### src/rtl/puzzle_grid_engine.sv
// puzzle_grid_engine: N x N colour grid with row/column moves, LFSR scramble, move counter and solved flag
module puzzle_grid_engine #(
  parameter int N = 4,
  parameter int STATE_BITS = 2,
  parameter int SCRAMBLE_MOVES = 16,
  parameter logic [15:0] LFSR_SEED = 16'hACE1
) (
  input  logic                        clk,
  input  logic                        reset,
  input  logic                        fire,
  input  logic [N-1:0]                sel_onehot,
  input  logic                        n_row,
  input  logic                        add_n,
  input  logic                        scramble_start,
  output logic                        sel_error,
  output logic                        busy,
  output logic [N*N*STATE_BITS-1:0]   state_vec,
  output logic                        win,
  output logic [15:0]                 move_count
);
  localparam int IW = $clog2(N);
  localparam logic [15:0] SEED = (LFSR_SEED == 16'h0) ? 16'h0001 : LFSR_SEED;
  localparam logic [9:0] SM = SCRAMBLE_MOVES[9:0];
  localparam logic [IW:0] NL = N[IW:0];
  typedef enum logic {IDLE, SCRAMBLE} state_t;
  state_t state, state_n;
  logic [STATE_BITS-1:0] cells [N*N];
  logic [STATE_BITS-1:0] delta;
  logic [15:0] lfsr;
  logic [9:0] scnt, scnt_n;
  logic [IW-1:0] idx;
  logic [N-1:0] mask;
  logic apply, col, dec, done, all_eq, win_q;
  assign sel_error = $countones(sel_onehot) != 1;
  assign busy = state == SCRAMBLE;
  assign win = win_q & ~busy;
  assign idx = lfsr[IW-1:0];
  assign delta = dec ? '1 : STATE_BITS'(1);
  always_comb begin
    state_n = state;
    scnt_n = scnt;
    apply = 1'b0;
    col = n_row;
    dec = add_n;
    mask = sel_onehot;
    done = 1'b0;
    if (state == IDLE) begin
      if (scramble_start) begin
        state_n = SCRAMBLE;
        scnt_n = '0;
      end else apply = fire && !sel_error;
    end else begin
      col = lfsr[15];
      dec = 1'b0;
      mask = {{(N-1){1'b0}}, 1'b1} << idx;
      if ({1'b0, idx} < NL) begin
        apply = 1'b1;
        scnt_n = scnt + 10'd1;
        done = scnt_n == SM;
        state_n = done ? IDLE : SCRAMBLE;
      end
    end
  end
  always_comb begin
    all_eq = 1'b1;
    for (int i = 0; i < N*N; i++) begin
      state_vec[i*STATE_BITS +: STATE_BITS] = cells[i];
      if (cells[i] != cells[0]) all_eq = 1'b0;
    end
  end
  always_ff @(posedge clk or posedge reset) begin
    if (reset) begin
      state <= IDLE;
      scnt <= '0;
      lfsr <= SEED;
      move_count <= '0;
      win_q <= 1'b0;
      for (int i = 0; i < N*N; i++) cells[i] <= '0;
    end else begin
      state <= state_n;
      scnt <= scnt_n;
      lfsr <= lfsr[0] ? (lfsr >> 1) ^ 16'hB400 : lfsr >> 1;
      win_q <= all_eq;
      for (int r = 0; r < N; r++)
        for (int c = 0; c < N; c++)
          if (apply && (col ? mask[c] : mask[r])) cells[r*N+c] <= cells[r*N+c] + delta;
      if (done) move_count <= '0;
      else if (state == IDLE && apply && move_count != 16'hFFFF) move_count <= move_count + 16'd1;
    end
  end
endmodule

### config.mk
export PLATFORM = sky130hd
export DESIGN_NAME = puzzle_grid_engine
export DESIGN_NICKNAME = d
export VERILOG_FILES = /design/src/rtl/puzzle_grid_engine.sv
export SDC_FILE = /design/constraint.sdc
export NUM_CORES = 1
export LEC_CHECK = 0
export BUFFER_PORTS_ARGS = -buffer_cell sky130_fd_sc_hd__buf_2
export CORE_MARGIN = 5
export CORE_UTILIZATION = 51
export CTS_CLUSTER_DIAMETER = 50
export CTS_CLUSTER_SIZE = 20
export DETAILED_ROUTE_END_ITERATION = 12
export PLACE_DENSITY = 0.76
export SYNTH_ARGS = -nofsm -noshare
export SYNTH_HDL_FRONTEND = slang
export SYNTH_SLANG_ARGS = --single-unit
### constraint.sdc
create_clock -name clk -period 3.35 [get_ports clk]
set_input_delay 1.005 -clock clk [delete_from_list [all_inputs] [get_ports clk]]
set_output_delay 1.005 -clock clk [all_outputs]
set_load 0.05 [all_outputs]
==> metrics <==
status finished with violations; failing checks setup timing; Post-CTS Setup Inserts 0; Post-Syn Instances 365; area fraction of the dominant cell type after synthesis 0.437; DIE AREA 9480 sq um; largest net degree at the start of global routing 36; post-synthesis sequential area ratio 0.491; CP arrival 2.51 ns; ANT nets after route 0; Final Cycle Share 1.05; Worst-Margin Slew 0.690 ns; Peak Freq 0.284 GHz; height of the die 97.4 um; cts hold-fix bufs 0; DR WL/cell 15.4 um; # IOs 61; GRT Total Usage 0.186; largest cells by area after synthesis dfrtp_1, xnor2_1, xor2_1, dfstp_2, nor2_1; Num CTS Buffers 9; Synth Area per Inst 10.7 sq um; reg2reg setup slack 1.09 ns; RSZ-0062 raised after global routing yes; final wirelength 8350 um; Filler Cells Inserted 598; max-slew headroom at the worst pin 0.540; CTS tree yes; Routability Congestion 0.852; Post-Place Worst Slack -0.264 ns; root buf cell clkbuf_8; PortBufs 60; Site Rows 31; Post-Synthesis Cell Area 3890 sq um; vias in the first global route 3,074; Post-Syn Nets 381; Final Power 3890 uW; Die Wd 97.4 um; hold_ws 0.359 ns; maximum VDD drop 0.742 mV; PwrDens 845 nW/um^2; Clock Tree Buf Depth 2; minimum clock period 3.52 ns; fin. max-slew vios 0; ant diodes 0; Initial Util 0.531; synthesis-stage register bit count 76; Post-synth top cells dfrtp_1, nor2_1, xnor2_1; Worst R2R Start busy$_DFF_PP0_; Post-synth EDFFs 0; Hold Crit Class flop to flop; DRC errors left 0; Clk Latency, worst-skew pair 0.34 ns; first-pass GRT wire length 14,500 um; Worst EP required 2.34 ns; RR Endpoint state_vec[29]$_DFFE_PP0P_; H-tree levels 3; Nets 453; area of the multi-input gates 1890 sq um; total core area 7330 sq um; Setup crit end sel_error; Sequential Area 1910 sq um; final setup fails 1; most frequent cell after synthesis dfrtp_1; CP Launch Point sel_onehot[0]; Syn. warnings 0; Startpoint Class input port; FF-to-FF path depth 5; via count of the routed design 2,975; CP endpoint kind primary output; Yosys top cell by area dfrtp_1; final core utilization 0.628; initial antenna violation count 0; HPWL Detailed 5930 um; final hold vios 0; Clk pin slew, worst setup/hold paths 0.08 ns; Pre-antenna DRT Iters 4; Via density 5.50; crit path kind input port to primary output; FFs w/ async S/R, synth 1.00; DRT iter0 DRCs 111; sum of negative setup slack -0.168 ns; synth unique cells 51; max cap viols 0; clock sink count 76; Setup WS post-layout -0.168 ns; leakage power total 0.00215 uW; GRT overflow 0; crit path max fanout 2; share of cells above drive strength 1 0.271; top_reg_cell synth dfrtp_1; Area growth, synth to finish 18.3%; clk_skew 0.00997 ns
## worst max-delay path, stage by stage
cell and delay [ns]:
buf_8 0.08, inv_4 0.03, fa_1 0.54, inv_2 0.05, ha_4 0.15, ha_4 0.21
nor3b_4 0.24, inv_4 0.06, buf_8 0.15
## kinds of logic (layout without fill, tap and decap cells)
| kind of cell | count (synthesis) | in the layout | synth area share |
|---|---|---|---|
| AND/OR/NAND/NOR | 148 | 148 | 0.216 |
| flip-flops | 76 | 76 | 0.491 |
| XOR/XNOR | 65 | 65 | 0.146 |
| AO/OA/AOI/OAI | 39 | 39 | 0.0672 |
| buffers and inverters | 21 | 98 | 0.0318 |
| multiplexers | 10 | 10 | 0.0264 |
| adder cells (fa/ha/maj) | 6 | 6 | 0.0212 |
## layout make-up
| cell class | count | area share |
|---|---|---|
| multi-input cells | 268 | 0.410 |
| clock buffers | 10 | 0.0299 |
| well taps | 99 | 0.0269 |
| clock inverters | 6 | 0.0152 |
| flip-flops and latches | 76 | 0.415 |
| repair buffers | 72 | 0.0932 |
| inverters | 10 | 0.00924 |
## state kept, by name, summed over array words and instances, names as in the netlist
register and flops:
busy 1, lfsr 16, move_count 16, scnt 10, state_vec 32, win_q 1
## report_power, final
group          internal (uW)  switching [uW]  total [uW]
Clock                    370             359         729
Sequential              1170             384        1550
Combinational            524            1090        1610
## how the worst min path moves through the flow
stage                      startpoint                end  slack (ns)  cells past startpoint
finish              lfsr[2]$_DFF_PP0_  lfsr[1]$_DFF_PP0_        0.36                      0
global route        lfsr[8]$_DFF_PP0_  lfsr[7]$_DFF_PP1_        0.37                      0
CTS                 lfsr[8]$_DFF_PP0_  lfsr[7]$_DFF_PP1_        0.36                      0
detailed placement  lfsr[2]$_DFF_PP0_  lfsr[1]$_DFF_PP0_        0.34                      0
global placement    lfsr[8]$_DFF_PP0_  lfsr[7]$_DFF_PP1_        0.34                      0
floorplan           lfsr[2]$_DFF_PP0_  lfsr[1]$_DFF_PP0_        0.33                      0
## layer usage
| metal | track usage | vias to the layer above | part of all wire |
|---|---|---|---|
| met3 | 0.0495 | 7 | 0.058 |
| met4 | 0.0522 | 0 | 0.012 |
| met2 | 0.298 | 86 | 0.47 |
| li1 | - | 1414 | - |
| met1 | 0.248 | 1468 | 0.46 |
| met5 | 0 | - | 0 |
## metrics by stage
step | instances | cell area (sq um)
after global routing | 541 | 4600
after floorplan | 365 | 3920
after detailed placement | 525 | 4360
after global placement | 525 | 4360
final | 541 | 4600
after CTS | 541 | 4580
## layout by cell type, fill, tap and decap left out, types with 5 or more instances in the layout
cell / synthesis / final
nand4_1: 8 / 8
clkbuf_8: 2 / 10
a21oi_1: 5 / 5
nand2_1: 19 / 19
a211oi_1: 5 / 5
nand2b_1: 5 / 5
o21ai_0: 12 / 12
xor2_1: 30 / 30
nor2b_1: 5 / 5
nor4_1: 5 / 5
nor3_1: 20 / 20
buf_4: 0 / 11
nor2_1: 35 / 35
and3_1: 6 / 6
buf_2: 2 / 57
mux2i_1: 8 / 8
xnor2_1: 35 / 35
nand3_1: 16 / 16
dfstp_2: 8 / 8
dfrtp_1: 68 / 68
## timing repair
item,in CTS,in global routing
endpoints found under the setup margin,1,1
endpoints found under the hold margin,0,0
resized for setup,7,5
pin swaps,3,4
Note: power is estimated with default switching activity, not from simulation.
